<file path="config.mk">
export PLATFORM = sky130hd
export DESIGN_NAME = seq_det_arbiter
export DESIGN_NICKNAME = d
export VERILOG_FILES = /design/src/rtl/seq_det_pkg.sv /design/src/rtl/rr_arbiter.sv /design/src/rtl/seq_det_arbiter.sv
export SDC_FILE = /design/constraint.sdc
export NUM_CORES = 1
export LEC_CHECK = 0
export ABC_AREA = 0
export BUFFER_PORTS_ARGS = -buffer_cell sky130_fd_sc_hd__clkbuf_2
export CORE_ASPECT_RATIO = 1.75
export CORE_MARGIN = 4
export CORE_UTILIZATION = 50
export CTS_BUF_LIST = sky130_fd_sc_hd__clkbuf_4
export CTS_CLUSTER_SIZE = 14
export DETAILED_ROUTE_END_ITERATION = 8
export HOLD_SLACK_MARGIN = 0.02
export PLACE_DENSITY = 0.75
export SLEW_MARGIN = 20
export SYNTH_ARGS = -nofsm -noshare
export SYNTH_HDL_FRONTEND = slang
export SYNTH_SLANG_ARGS = --single-unit
export TNS_END_PERCENT = 30
</file>
<file path="constraint.sdc">
create_clock -name clock -period 3.7 [get_ports clock]
set_input_delay 0.37 -clock clock [delete_from_list [all_inputs] [get_ports clock]]
set_output_delay 0.37 -clock clock [all_outputs]
set_load 0.005 [all_outputs]
</file>
<file path="src/rtl/seq_det_pkg.sv">
// Shared definitions for the arbitrated serial pattern detector:
// FSM encoding, default sizing and the width helper.
package seq_det_pkg;

   typedef enum logic [1:0] {
      ST_IDLE = 2'd0,
      ST_RUN  = 2'd1,
      ST_DONE = 2'd2
   } state_t;

   localparam int DEF_NUM_REQ   = 4;
   localparam int DEF_PAT_W     = 4;
   localparam int DEF_BURST_LEN = 8;

   // Bits needed to hold values 0..n-1; never returns less than 1.
   function automatic int clog2_w(input int n);
      int w;
      w = 0;
      while ((1 << w) < n) w++;
      return (w < 1) ? 1 : w;
   endfunction

endpackage

</file>
<file path="src/rtl/rr_arbiter.sv">
// Combinational round-robin pick: the first requester after last_grant,
// wrapping, returned as one-hot plus index.
module rr_arbiter #(
   parameter int NUM_REQ = 4,
   parameter int ID_W    = 2
) (
   input  logic [NUM_REQ-1:0] req,
   input  logic [ID_W-1:0]    last_grant,
   output logic [NUM_REQ-1:0] gnt_oh,
   output logic [ID_W-1:0]    gnt_idx,
   output logic               gnt_valid
);

   function automatic int wrap_idx(input int base, input int off);
      int s;
      s = base + off;
      if (s >= NUM_REQ) s = s - NUM_REQ;
      return s;
   endfunction

   int cand;

   // Offsets start at 1 so the previous winner is considered last.
   always_comb begin
      gnt_oh    = '0;
      gnt_idx   = '0;
      gnt_valid = 1'b0;
      cand      = 0;
      for (int i = 1; i <= NUM_REQ; i++) begin
         cand = wrap_idx(int'(last_grant), i);
         if (!gnt_valid && req[cand]) begin
            gnt_valid    = 1'b1;
            gnt_idx      = ID_W'(cand);
            gnt_oh[cand] = 1'b1;
         end
      end
   end

endmodule

</file>
<file path="src/rtl/seq_det_arbiter.sv">
// One programmable serial pattern detector shared by NUM_REQ sources; each
// grant samples a fixed burst of BURST_LEN bits from the winning source.
//
//   state   | meaning
//   --------+------------------------------------------------------------
//   ST_IDLE | waiting for any req; grant, latch cfg and clear on the edge
//   ST_RUN  | shifting din of granted source, BURST_LEN edges
//   ST_DONE | one cycle: burst_done pulse, det_cnt valid, last_grant moves
module seq_det_arbiter
   import seq_det_pkg::*;
#(
   parameter int NUM_REQ   = DEF_NUM_REQ,
   parameter int PAT_W     = DEF_PAT_W,
   parameter int BURST_LEN = DEF_BURST_LEN,
   parameter int ID_W      = clog2_w(NUM_REQ),
   parameter int CNT_W     = clog2_w(BURST_LEN + 1)
) (
   input  logic               clock,
   input  logic               reset,
   input  logic [NUM_REQ-1:0] req,
   input  logic [NUM_REQ-1:0] din,
   input  logic [PAT_W-1:0]   cfg_pattern,
   input  logic               cfg_overlap,
   output logic [NUM_REQ-1:0] gnt,
   output logic               busy,
   output logic               det_o,
   output logic [ID_W-1:0]    det_id,
   output logic               burst_done,
   output logic [CNT_W-1:0]   det_cnt
);

   localparam int FILL_W = clog2_w(PAT_W + 1);

   state_t             state_q;
   state_t             state_d;
   logic [ID_W-1:0]    last_grant_q;
   logic [NUM_REQ-1:0] arb_oh;
   logic [ID_W-1:0]    arb_idx;
   logic               arb_valid;
   logic [PAT_W-1:0]   pat_q;
   logic               ovl_q;
   logic [PAT_W-1:0]   shift_q;
   logic [PAT_W-1:0]   shift_next;
   logic [FILL_W-1:0]  fill_q;
   logic [FILL_W-1:0]  fill_next;
   logic [CNT_W-1:0]   bits_left_q;
   logic [CNT_W-1:0]   mcnt_q;
   logic [CNT_W-1:0]   mcnt_next;
   logic               match;
   logic               last_bit;

   rr_arbiter #(
      .NUM_REQ (NUM_REQ),
      .ID_W    (ID_W)
   ) u_arb (
      .req        (req),
      .last_grant (last_grant_q),
      .gnt_oh     (arb_oh),
      .gnt_idx    (arb_idx),
      .gnt_valid  (arb_valid)
   );

   // det_id doubles as the mux select for the granted stream.
   always_comb begin
      shift_next = {shift_q[PAT_W-2:0], din[det_id]};
      fill_next  = (fill_q == FILL_W'(PAT_W)) ? fill_q : fill_q + 1'b1;
      match      = (state_q == ST_RUN) && (fill_next == FILL_W'(PAT_W)) &&
                   (shift_next == pat_q);
      mcnt_next  = mcnt_q + CNT_W'(match);
      last_bit   = (state_q == ST_RUN) && (bits_left_q == CNT_W'(1));
   end

   always_ff @(posedge clock or negedge reset) begin
      if (!reset) state_q <= ST_IDLE;
      else        state_q <= state_d;
   end

   always_comb begin
      state_d = state_q;
      case (state_q)
         ST_IDLE: if (arb_valid) state_d = ST_RUN;
         ST_RUN:  if (last_bit)  state_d = ST_DONE;
         ST_DONE: state_d = ST_IDLE;
         default: state_d = ST_IDLE;
      endcase
   end

   assign busy = (state_q != ST_IDLE);

   always_ff @(posedge clock or negedge reset) begin
      if (!reset) begin
         gnt          <= '0;
         det_o        <= 1'b0;
         det_id       <= '0;
         burst_done   <= 1'b0;
         det_cnt      <= '0;
         last_grant_q <= ID_W'(NUM_REQ - 1);
         pat_q        <= '0;
         ovl_q        <= 1'b0;
         shift_q      <= '0;
         fill_q       <= '0;
         bits_left_q  <= '0;
         mcnt_q       <= '0;
      end else begin
         det_o      <= 1'b0;
         burst_done <= 1'b0;
         case (state_q)
            ST_IDLE: begin
               if (arb_valid) begin
                  gnt         <= arb_oh;
                  det_id      <= arb_idx;
                  pat_q       <= cfg_pattern;
                  ovl_q       <= cfg_overlap;
                  shift_q     <= '0;
                  fill_q      <= '0;
                  mcnt_q      <= '0;
                  bits_left_q <= CNT_W'(BURST_LEN);
               end
            end
            ST_RUN: begin
               shift_q     <= shift_next;
               // Non-overlapping mode needs a full fresh window after a hit.
               fill_q      <= (match && !ovl_q) ? '0 : fill_next;
               bits_left_q <= bits_left_q - 1'b1;
               det_o       <= match;
               mcnt_q      <= mcnt_next;
               if (last_bit) begin
                  gnt        <= '0;
                  burst_done <= 1'b1;
                  det_cnt    <= mcnt_next;
               end
            end
            ST_DONE: last_grant_q <= det_id;
            default: ;
         endcase
      end
   end

endmodule

</file>
==> reports/results.tsv <==
stage	metric	value	unit
status	outcome	finished clean	
yosys	largest family of logic cells by synthesized area	compound AO/OA/AOI/OAI gates	
yosys	average size of a mapped cell	9.69	um^2
yosys	Post-synth EDFFs	0	
grt	global-route usage over all layers	17.5	%
placement	number of cells after detailed placement	278	
yosys	Synth top area share	40.0	%
sta	Fin Setup TNS	0	ns
critical_path	Req. time, crit path	3.97	ns
cells_and_area	P&R area growth vs syn	9.64	%
critical_path	reg-to-reg slack, setup	1.11	ns
cells_and_area	filler instances	368	
clock_tree	Post-CTS Hold Buffers	0	
grt	antenna violations before repair	0	
yosys	largest area contributor in the netlist	dfrtp_1	
yosys	Async SR Flop Fraction	100	%
routing	antenna-violating nets left	0	
sta	Final Max Slew Viols	0	
routing	drt pass-1 iters	4	
power_and_ir_drop	Tot Pwr	1.74	mW
sta	# setup viols final	0	
power_and_ir_drop	Internal	0.988	mW
grt	vias in the first global route	1677	
clock_tree	CTS H-tree lvls	2	
sta	Layout Skew	0.0143	ns
cells_and_area	ANT cells	0	
floorplanning	die area	0.00526	mm^2
run	max-cap violations	0	
sta	Final Hold Fails	0	
routing	drt first-iter violations	66	
power_and_ir_drop	Power Dens Cells	770	mW/mm^2
floorplanning	# rows	30	
yosys	count of different cell masters after synthesis	51	
power_and_ir_drop	P_leak	1.06	nW
power_and_ir_drop	part of the power in the clock network	11.9	%
critical_path	Setup Crit Path Kind	reg2reg	
yosys	Synth Cell Area	0.00206	mm^2
floorplanning	Die X	56.6	um
cells_and_area	NumNets Final	266	
grt	global-route wire length before repair	7270	um
routing	DRC errors left	0	
floorplanning	Core ar.	0.00394	mm^2
routing	DR WL/cell	15.2	um
power_and_ir_drop	P_sw	0.754	mW
clock_tree	Num Clock Sinks	35	
critical_path	Cell Chain, Critical Path	inv_1 -> ha_1 -> nor2b_1 -> a21oi_1 -> o32ai_1 -> a22oi_1 -> a21oi_1	
sta	Worst Tran Pin Value	0.864	ns
clock_tree	cts bufs inserted	5	
critical_path	CP max-delay cell	dfstp_2	
sta	fmax	0.385	GHz
yosys	Seq/Total Area, Yosys	42.6	%
sta	worst hold slack	0.109	ns
critical_path	maximum fanout along the worst path	21	
power_and_ir_drop	switching share of power	43.3	%
yosys	ys flop type	dfrtp_1	
critical_path	Most common cell on crit path	a21oi_1	
clock_tree	post-CTS sizing	0	
clock_tree	clock tree from TritonCTS	done	
cells_and_area	fin cells	286	
clock_tree	CTS Root Buffer Type	clkbuf_4	
placement	# port buffers	27	
yosys	mux contribution to synthesized area	4.18	%
placement	Final HPWL DP	3210	um
clock_tree	setup bufs post-CTS	0	
yosys	post-synthesis adder-cell area fraction	8.49	%
floorplanning	I/O Pins	28	
routing	Via density	5.76	
worst_hold_path	Worst Hold Class	in2async	
sta	Period Utilization, post-route	70.1	%
cells_and_area	utilization after layout	57.4	%
floorplanning	initial core utilization	52.3	%
critical_path	Top delay family on crit path	compound AO/OA/AOI/OAI gates	
yosys	xor/xnor share of the synthesized area	3.40	%
sta	RSZ-0062 raised after global routing	no	
power_and_ir_drop	worst vdd ir	0.000457	V
critical_path	crit-path max cell delay	0.77	ns
critical_path	Critical Path Source Type	register	
grt	pin count of the biggest net entering global routing	36	
yosys	Post-Syn Nets	242	
yosys	Synth Register Bits	35	
critical_path	Worst Path Arrival	2.87	ns
power_and_ir_drop	combinational power share	47.6	%
cells_and_area	Seq. cell area	878	um^2
yosys	Yosys warning total	0	
cells_and_area	area of the multi-input gates	0.00108	mm^2
clock_tree	Worst-path clk slew	0.12	ns
routing	final WL	4340	um
yosys	Mapped Cells	213	
power_and_ir_drop	Reg power frac	40.5	%
clock_tree	Clock Latency Late Sink	0.35	ns
sta	Final min period	2.59	ns
yosys	synth top area cells	dfrtp_1, ha_1, nand2_1, a21oi_1, o21ai_0	
yosys	complex-gate fraction of the synthesized area	20.2	%
cells_and_area	layout cells sized above 1	19.7	%
critical_path	Buffers & Inverters on Critical Path	1	
critical_path	Critical Path End Type	register	
grt	remaining global-route overflow	0	
yosys	simple-gate portion of the synthesized area	16.0	%
sta	Max-Slew Margin vs Limit	42.4	%
clock_tree	Longest Clk Path Bufs	2	
placement	GPL Wtd Cong	0.876	
routing	via count	1647	
floorplanning	Die Ht	93.0	um
## routing by layer
metal | vias up | global-route usage, % | share of wire [%]
li1 | 797 | - | -
met1 | 796 | 18.2 | 38
met2 | 44 | 31.5 | 55
met3 | 10 | 3.04 | 4.1
met4 | 0 | 10.9 | 3.0
met5 | - | 0 | 0
## cell type report
cell class | count | area share [%]
multi-input combinational | 155 | 47.7
sequential | 35 | 38.8
timing repair buffer | 28 | 6.31
tap | 48 | 2.65
inverter | 12 | 1.99
clock buffer | 5 | 1.66
clock inverter | 3 | 0.885
## sequential cells by signal (all words and copies together), names as in the netlist
name and cells:
gnt 4, state_q 2, fill_q 3, mcnt_q 4
bits_left_q 4, pat_q 4, det_o 1, det_cnt 4
det_id 2, ovl_q 1, burst_done 1, shift_q 3
last_grant_q 2
## cells in the mapped netlist, types with 3 or more instances
| library cell | n |
|---|---|
| buf_2 | 3 |
| nand2_1 | 38 |
| inv_1 | 12 |
| a21oi_1 | 14 |
| ha_1 | 14 |
| xnor2_1 | 5 |
| nor3b_1 | 4 |
| a221oi_1 | 4 |
| nor2_1 | 5 |
| a22o_1 | 6 |
| xor2_1 | 3 |
| mux2i_1 | 3 |
| mux2_2 | 3 |
| o21ai_0 | 12 |
| nand3_1 | 4 |
| a22oi_1 | 5 |
| clkbuf_1 | 4 |
| dfrtp_1 | 33 |
| nor2b_1 | 4 |
## cell families after synthesis
| family | Yosys count |
|---|---|
| compound gates | 58 |
| xor+xnor | 8 |
| fa+ha+maj | 14 |
| buf+inv | 23 |
| flops | 35 |
| mux | 7 |
| simple gates | 68 |
## power by group through the flow
stage / sequential [mW] / clock, mW / combinational, mW
after CTS: 0.707 / 0.212 / 0.837
after floorplan: 0.672 / 0 / 0.642
after global placement: 0.710 / 0 / 0.805
after detailed placement: 0.716 / 0 / 0.831
after global routing: 0.729 / 0.231 / 0.941
final: 0.706 / 0.208 / 0.829
## path summary, 6_finish.rpt
check                                startpoint    endpoint  depth (start not counted)
worst max-delay path            last_grant_q[0]      gnt[3]                          7
worst min-delay path                      reset  shift_q[0]                          1
worst max register to register  last_grant_q[0]      gnt[3]                          7
worst min register to register       det_cnt[0]  det_cnt[0]                          2
max in group asynchronous                 reset  burst_done                          1
min in group clock               cfg_pattern[2]    pat_q[2]                          3
## placed cells by master (no fill, tap or decap), types with 3 or more instances in the layout
cell type   n
nand3_1     4
o21ai_0    12
nand2_1    38
clkbuf_2   27
a22o_1      6
a221oi_1    4
dfrtp_1    33
mux2_2      3
xor2_1      3
a22oi_1     5
inv_1      12
ha_1       14
mux2i_1     3
xnor2_1     5
clkbuf_4    5
nor2b_1     4
nor2_1      5
nor3b_1     4
a21oi_1    14
## stage by stage
stage                     cell area [um^2]  setup WS, ns
final                                 2260          1.11
after global placement                2200          1.24
after global routing                  2260         0.861
after CTS                             2260          1.12
after floorplan                       2060          1.45
after detailed placement              2200          1.18
Note: power is estimated with default switching activity, not from simulation.
